**config.mk**
```make
export PLATFORM = sky130hd
export DESIGN_NAME = sbqm_queue_counter
export DESIGN_NICKNAME = d
export VERILOG_FILES = /design/src/rtl/sbqm_pkg.sv /design/src/rtl/sbqm_sensor_filter.sv /design/src/rtl/sbqm_queue_counter.sv
export SDC_FILE = /design/constraint.sdc
export NUM_CORES = 1
export LEC_CHECK = 0
export CAP_MARGIN = 20
export CORE_ASPECT_RATIO = 1.1
export CORE_MARGIN = 2
export CORE_UTILIZATION = 40
export DETAILED_ROUTE_END_ITERATION = 12
export RECOVER_POWER = 50
export SYNTH_ARGS = -nofsm -noshare
export SYNTH_HDL_FRONTEND = slang
export SYNTH_SLANG_ARGS = --single-unit
```
**constraint.sdc**
```tcl
create_clock -name clk -period 2.4 [get_ports clk]
set_input_delay 0.48 -clock clk [delete_from_list [all_inputs] [get_ports clk]]
set_output_delay 0.48 -clock clk [all_outputs]
set_load 0.01 [all_outputs]
```
**src/rtl/sbqm_pkg.sv**
```systemverilog
// Shared widths, limits and types for the queue-management slice
// (queue counter producer and wait-time lookup consumer).
package sbqm_pkg;

    localparam int PCOUNT_W         = 3;
    localparam int TCOUNT_W         = 2;
    localparam int MAX_COUNT        = 7;
    localparam int DEBOUNCE_DEFAULT = 4;
    localparam int DEBOUNCE_CNT_W   = 4;

    typedef logic [PCOUNT_W-1:0] pcount_t;
    typedef logic [TCOUNT_W-1:0] tcount_t;

    // Per-cycle decision taken by the customer counter.
    typedef enum logic [1:0] {
        UPD_HOLD  = 2'd0,
        UPD_INC   = 2'd1,
        UPD_DEC   = 2'd2,
        UPD_SERVE = 2'd3
    } upd_e;

endpackage

```
**src/rtl/sbqm_sensor_filter.sv**
```systemverilog
// Photocell front end: 2-FF synchronizer, debounce filter on the accepted
// level, and a one-cycle registered pulse on each accepted 0->1 transition.
module sbqm_sensor_filter
    import sbqm_pkg::*;
#(
    parameter int DEBOUNCE = sbqm_pkg::DEBOUNCE_DEFAULT
) (
    input  logic clk,
    input  logic rst_n,
    input  logic sens,
    output logic evt
);

    localparam logic [DEBOUNCE_CNT_W-1:0] CNT_LAST = DEBOUNCE_CNT_W'(DEBOUNCE - 1);
    localparam logic [DEBOUNCE_CNT_W-1:0] CNT_ZERO = DEBOUNCE_CNT_W'(0);
    localparam logic [DEBOUNCE_CNT_W-1:0] CNT_ONE  = DEBOUNCE_CNT_W'(1);

    logic                      sync1_r;
    logic                      sync2_r;
    logic                      lvl_r;
    logic                      lvl_d_r;
    logic                      evt_r;
    logic [DEBOUNCE_CNT_W-1:0] cnt_r;
    logic                      lvl_s;
    logic [DEBOUNCE_CNT_W-1:0] cnt_s;
    logic                      rise_s;

    // Two-stage synchronizer for the asynchronous photocell.
    always_ff @(posedge clk) begin
        if (!rst_n) begin
            sync1_r <= 1'b0;
            sync2_r <= 1'b0;
        end else begin
            sync1_r <= sens;
            sync2_r <= sync1_r;
        end
    end

    // Debounce state register: accepted level, stability counter, level history.
    always_ff @(posedge clk) begin
        if (!rst_n) begin
            lvl_r   <= 1'b0;
            lvl_d_r <= 1'b0;
            cnt_r   <= CNT_ZERO;
        end else begin
            lvl_r   <= lvl_s;
            lvl_d_r <= lvl_r;
            cnt_r   <= cnt_s;
        end
    end

    // Debounce next state: a level is accepted after DEBOUNCE differing samples in a row.
    always_comb begin
        lvl_s = lvl_r;
        cnt_s = cnt_r;
        if (sync2_r == lvl_r) begin
            cnt_s = CNT_ZERO;
        end else if (cnt_r == CNT_LAST) begin
            lvl_s = ~lvl_r;
            cnt_s = CNT_ZERO;
        end else begin
            cnt_s = cnt_r + CNT_ONE;
        end
    end

    // Rise detect on the accepted level; falling edges carry no event.
    always_comb begin
        rise_s = lvl_r & ~lvl_d_r;
    end

    // Registered event pulse.
    always_ff @(posedge clk) begin
        if (!rst_n) begin
            evt_r <= 1'b0;
        end else begin
            evt_r <= rise_s;
        end
    end

    assign evt = evt_r;

endmodule

```
**src/rtl/sbqm_queue_counter.sv**
```systemverilog
// Saturating customer counter fed by the back (arrival) and front (departure)
// photocells, plus the registered teller count read by the wait-time lookup.
module sbqm_queue_counter
    import sbqm_pkg::*;
#(
    parameter int PCOUNT_W  = sbqm_pkg::PCOUNT_W,
    parameter int TCOUNT_W  = sbqm_pkg::TCOUNT_W,
    parameter int MAX_COUNT = sbqm_pkg::MAX_COUNT,
    parameter int DEBOUNCE  = sbqm_pkg::DEBOUNCE_DEFAULT
) (
    input  logic                clk,
    input  logic                rst_n,
    input  logic                sens_back,
    input  logic                sens_front,
    input  logic [TCOUNT_W-1:0] tellers_in,
    output logic [PCOUNT_W-1:0] pcount,
    output logic [TCOUNT_W-1:0] tcount,
    output logic                full,
    output logic                empty,
    output logic                overflow,
    output logic                underflow
);

    localparam logic [PCOUNT_W-1:0] P_MAX  = PCOUNT_W'(MAX_COUNT);
    localparam logic [PCOUNT_W-1:0] P_ZERO = PCOUNT_W'(0);
    localparam logic [PCOUNT_W-1:0] P_ONE  = PCOUNT_W'(1);

    logic                arr_s;
    logic                dep_s;
    upd_e                upd_s;
    logic                ovf_s;
    logic                udf_s;
    logic [PCOUNT_W-1:0] pcount_s;
    logic                full_s;
    logic                empty_s;

    logic [PCOUNT_W-1:0] pcount_r;
    logic [TCOUNT_W-1:0] tcount_r;
    logic                full_r;
    logic                empty_r;
    logic                ovf_r;
    logic                udf_r;

    sbqm_sensor_filter #(.DEBOUNCE(DEBOUNCE)) u_back (
        .clk   (clk),
        .rst_n (rst_n),
        .sens  (sens_back),
        .evt   (arr_s)
    );

    sbqm_sensor_filter #(.DEBOUNCE(DEBOUNCE)) u_front (
        .clk   (clk),
        .rst_n (rst_n),
        .sens  (sens_front),
        .evt   (dep_s)
    );

    // Event arbitration; a simultaneous arrival and departure never changes the count.
    always_comb begin
        upd_s = UPD_HOLD;
        ovf_s = 1'b0;
        udf_s = 1'b0;
        case ({arr_s, dep_s})
            2'b10: begin
                if (pcount_r < P_MAX) begin
                    upd_s = UPD_INC;
                end else begin
                    ovf_s = 1'b1;
                end
            end
            2'b01: begin
                if (pcount_r > P_ZERO) begin
                    upd_s = UPD_DEC;
                end else begin
                    udf_s = 1'b1;
                end
            end
            2'b11:   upd_s = UPD_SERVE;
            default: upd_s = UPD_HOLD;
        endcase
    end

    // Next count and flags, so full/empty stay coherent with pcount.
    always_comb begin
        pcount_s = pcount_r;
        case (upd_s)
            UPD_INC: pcount_s = pcount_r + P_ONE;
            UPD_DEC: pcount_s = pcount_r - P_ONE;
            default: pcount_s = pcount_r;
        endcase
        if (pcount_s == P_MAX) begin
            full_s = 1'b1;
        end else begin
            full_s = 1'b0;
        end
        if (pcount_s == P_ZERO) begin
            empty_s = 1'b1;
        end else begin
            empty_s = 1'b0;
        end
    end

    // Output registers.
    always_ff @(posedge clk) begin
        if (!rst_n) begin
            pcount_r <= P_ZERO;
            tcount_r <= TCOUNT_W'(0);
            full_r   <= 1'b0;
            empty_r  <= 1'b1;
            ovf_r    <= 1'b0;
            udf_r    <= 1'b0;
        end else begin
            pcount_r <= pcount_s;
            tcount_r <= tellers_in;
            full_r   <= full_s;
            empty_r  <= empty_s;
            ovf_r    <= ovf_s;
            udf_r    <= udf_s;
        end
    end

    assign pcount    = pcount_r;
    assign tcount    = tcount_r;
    assign full      = full_r;
    assign empty     = empty_r;
    assign overflow  = ovf_r;
    assign underflow = udf_r;

endmodule
```
Word-level counts from Yosys, hierarchy flattened. Index checks and enable logic that the tools add are counted.

Bitwise operators: 9. Mux-type cells: 8. Equal/unequal tests: 10. Multipliers: 0. Shift-type cells: 0. $lt $le $gt $ge: 2. Divide/modulo/power cells: 0. Add/sub/neg operators: 4. Reduce and logical (&&, ||, !) cells: 7.

Operators with widths (number): $add A4 B1 Y4 const B (2); $eq A4 B2 Y1 const B (2); $reduce_and A2 Y1 (4); $not A1 Y1 (7); $eq A2 B2 Y1 const B (3); $pmux W2 S3 (1); $pmux W3 S2 (1); $reduce_or A3 Y1 (2); $mux W1 (5); $eq A2 B1 Y1 const B (2); $add A3 B1 Y3 const B (1); $eq A3 B3 Y1 const B (1); $gt A3 B1 Y1 const B (1); $logic_not A3 Y1 (1); $lt A3 B3 Y1 const B (1); $sub A3 B1 Y3 const B (1); $and A1 B1 Y1 (2); $eq A1 B1 Y1 (2); $mux W2 (1).

Latch bits: 0. Bits in registers: 27. Word-level logic and storage cells: 58. Memories: 0. Output and inout port bits: 9. Bits in writable memories: 0. ROM bits: 0.

Longest topological paths before layout.
Depth after elaboration: 7. Depth in mapped cells: 8. Mapped depth without buffers: 8.

Cells and area by module. A second synthesis with hierarchy kept.

Cells, all modules: 94. Area, all modules: 980.9 um^2.

By module, submodules not included: sbqm_sensor_filter (cells each 27, sequential area each 180.2 um^2, area each 297.8 um^2, instances 2); sbqm_queue_counter (cells each 40, sequential area each 180.2 um^2, area each 385.4 um^2, instances 1).

Worst setup path before layout. No wires, ideal clock.

Path kind: register to register. Start point: reg pcount_r[2] (netlist: pcount[2]). End point: reg empty_r (netlist: empty). Setup slack: 0.219 ns. Period minus slack after synthesis: 2.181 ns. Arrival time: 2.065 ns. Cell stages (with the launch flop): 9. Path buffers: 0. Path through: dfxtp_1 nand4b_1 nand2_1 ha_1 inv_1 fa_1 xor2_1 or4b_4 o211a_1.

Longest elaborated chain between the ends: 7.

RTL lines: start, declared (line sbqm_queue_counter.sv:37) `logic [PCOUNT_W-1:0] pcount_r;`; start signal, assigned (line sbqm_queue_counter.sv:113) `pcount_r <= pcount_s;`; $lt A3 B3 Y1 / $gt A3 B1 Y1 (equally long branches) (line sbqm_queue_counter.sv:65, sbqm_queue_counter.sv:72); $mux W1 / $mux W2 (equally long branches) (line sbqm_queue_counter.sv:65, sbqm_queue_counter.sv:72); $pmux W2 S3 (line sbqm_queue_counter.sv:63) `case ({arr_s, dep_s})`; $eq A2 B2 Y1 / $eq A2 B1 Y1 (equally long branches) (line sbqm_queue_counter.sv:86) `case (upd_s)`; $pmux W3 S2 * (line sbqm_queue_counter.sv:86); $logic_not A3 Y1 * (line sbqm_queue_counter.sv:96) `if (pcount_s == P_ZERO) begin`; $mux W1 * (line sbqm_queue_counter.sv:96); end signal, assigned (line sbqm_queue_counter.sv:116) `empty_r <= empty_s;`; end, declared (line sbqm_queue_counter.sv:40) `logic empty_r;`.

Every way passes the cells marked *; elsewhere a longest branch is shown, timed or not. A chain may end at the register's enable or synchronous reset.

Worst setup path after layout. Same ends and word-level chain as after synthesis.

==> impl_metrics.env <==
export IMPL_swShare=0.192
export IMPL_status="complete, no violations"
export IMPL_drc=0
export IMPL_worst_slew_pin_slew_ns=0.652
export IMPL_dp_cells=139
export IMPL_ys_top_cells_by_count="dfxtp_1 (27), nor2_1 (11), and2_1 (9), inv_1 (6), nand3_1 (6)"
export IMPL_syn_nets=106
export IMPL_p_switching_mw=0.126
export IMPL_finalSetupTns_ns=0
export IMPL_cts_made_buffers=3
export IMPL_core_um2=2300
export IMPL_pre_cts_slack_ns=0.148
export IMPL_antenna_found_initial=0
export IMPL_grt_first_pass_wirelength_um=2660
export IMPL_maxUsedRoutingLayer="met4"
export IMPL_power_density_nw_per_um2=555
export IMPL_synth_flop_cell="dfxtp_1"
export IMPL_drive_gt1_frac=0.0442
export IMPL_slew_viol_final=0
export IMPL_hold_path_class="flip-flop to flip-flop"
export IMPL_synth_seq_cells=27
export IMPL_hold_ws_ns=0.398
export IMPL_yosysTopAreaCellShare=0.546
export IMPL_yosys_warnings=0
export IMPL_dr_total_vias=687
export IMPL_async_flop_share=0
export IMPL_areaGrowthSynthToFinish_pct=20.1
export IMPL_cts_clk_slew_worst_paths_ns=0.13
export IMPL_post_synth_num_cell_types=26
export IMPL_postCtsSetupRepairBufs=0
export IMPL_seq_area_frac_synth=0.546
export IMPL_fin_skew_ns=0.00246
export IMPL_grt_usage=0.122
export IMPL_synth_area_leaders="dfxtp_1 (55%), and2_1 (5.7%), xor2_1 (4.4%)"
export IMPL_die_area_um2=2890
export IMPL_n_antenna_cell=0
export IMPL_synth_top_area_cell="dfxtp_1"
export IMPL_die_w_um=51.4
export IMPL_vias_per_cell=4.80
export IMPL_ctsHoldBuffers=0
export IMPL_ir_worst_vdd_v=0.000337
export IMPL_finalCritPeriodShare=0.950
export IMPL_finalWorstSetupSlack_ns=0.119
export IMPL_syn_inst=96
export IMPL_critPathKind="flip-flop to flip-flop"
export IMPL_cts_resized=0
export IMPL_cts_root_buffer="clkbuf_4"
export IMPL_slew_headroom=0.565
export IMPL_cts_buffer_depth=2
export IMPL_dr_wl_met3_um=55
export IMPL_fin_area_um2=1190
export IMPL_start_util=0.431
export IMPL_drv_cap=0
export IMPL_cp_max_fo=8
export IMPL_place_area_um2=1170
export IMPL_hold_viol=0
export IMPL_synth_edf_count=0
export IMPL_dp_hpwl_um=1130
export IMPL_fin_crit_ns=2.28
export IMPL_drt_iter0_drc=5
export IMPL_avgRoutedWirePerCell_um=10.1
export IMPL_seqPwrFrac=0.693
export IMPL_internal_power_mw=0.533
export IMPL_met2RoutedLength_um=776
export IMPL_postSynthAreaPerCell_um2=10.3
export IMPL_clkLatencyLatePin_ns=0.30
export IMPL_dr_pass1_iters=2
export IMPL_wl_um=1450
export IMPL_final_cells=143
export IMPL_htree_levels=1
export IMPL_clkSinkCount=27
export IMPL_cp_end_kind="flip-flop"
export IMPL_clock_fmax_mhz=438
export IMPL_fp_dieH_um=56.2
export IMPL_combinationalPowerShare=0.035
export IMPL_grt_ovfl_total=0
export IMPL_nNetsFinal=124
export IMPL_grt_pass1_vias=643
export IMPL_worstSetupStartpointType="flip-flop"
export IMPL_portBuffers=14
export IMPL_synthesis_area_um2=990
export IMPL_wl_met1_um=598
export IMPL_rows=18
export IMPL_synth_most_common_cell="dfxtp_1"
export IMPL_total_power_mw=0.659
export IMPL_cts_tree="built"
export IMPL_cp_required_ns=2.61
export IMPL_setup_violations=0
export IMPL_antenna_left=0
export IMPL_grt_max_degree=19
export IMPL_rsz0062_at_grt="no"
export IMPL_io_pins=15
export IMPL_worstPathArrival_ns=2.49
export IMPL_gp_congestion=0.697
export IMPL_p_leak_nw=0.456
export IMPL_power_frac_clock=0.272
export IMPL_post_route_util=0.517
registers in the layout (all words and copies together), names as in the netlist:
signal and count:
overflow 1, u_back.lvl_d_r 1, empty 1, u_back.sync1_r 1, u_front.lvl_r 1, u_front.evt 1, u_front.sync1_r 1, underflow 1
u_back.lvl_r 1, u_front.sync2_r 1, u_front.cnt_r 4, tcount 2, u_front.lvl_d_r 1, u_back.sync2_r 1, pcount 3, u_back.cnt_r 4
full 1, u_back.evt 1
per-layer routing:
| layer | up-vias | track usage |
|---|---|---|
| met5 | - | 0 |
| met1 | 324 | 0.133 |
| met2 | 13 | 0.218 |
| met4 | 0 | 0.0451 |
| li1 | 348 | - |
| met3 | 2 | 0.0323 |
worst max-delay path, stage by stage (launching register included):
cell and delay (ns):
dfxtp_1 0.49, nand4b_1 0.16, nand2_1 0.10, ha_1 0.17, inv_1 0.06, fa_1 0.37
xor2_1 0.18, or4b_4 0.53, o211a_1 0.13
layout by cell type, fill, tap and decap left out, types with 4 or more instances in the layout:
master / n
and2_0: 5
and2_1: 4
clkdlybuf4s50_1: 13
dfxtp_1: 27
inv_1: 6
nand2_1: 4
nand3_1: 6
nor2_1: 11
nor2b_1: 5
xor2_1: 5
final timing paths:
kind	start	to	slack, ns	cells past startpoint
worst max-delay path	pcount[2]	empty	0.12	8
worst min-delay path	u_front.lvl_d_r	u_front.evt	0.40	1
worst max register to register	pcount[2]	empty	0.12	8
worst min register to register	u_front.lvl_d_r	u_front.evt	0.40	1
kinds of logic after synthesis:
group,after synthesis,synth area share
mux,2,0.0202
flops,27,0.546
compound gates,5,0.0367
fa+ha+maj,4,0.0582
xor+xnor,8,0.0708
buf+inv,8,0.0316
simple gates,42,0.236
power groups by stage:
stage / Combinational (mW) / Clock, mW / Sequential (mW)
global route: 0.0266 / 0.211 / 0.458
finish: 0.0233 / 0.179 / 0.457
detailed placement: 0.0250 / 0 / 0.467
global placement: 0.0247 / 0 / 0.466
floorplan: 0.0100 / 0 / 0.467
CTS: 0.0252 / 0.189 / 0.457
area by class of cell:
| class | count | area [um2] |
|---|---|---|
| Clock buffer | 4 | 26.3 |
| Fill cell | 218 | 1110 |
| Inverter | 6 | 22.5 |
| Multi-Input combinational cell | 61 | 418 |
| Sequential cell | 27 | 541 |
| Tap cell | 30 | 37.5 |
| Timing Repair Buffer | 15 | 144 |
Power figures use the tool's default switching activity.
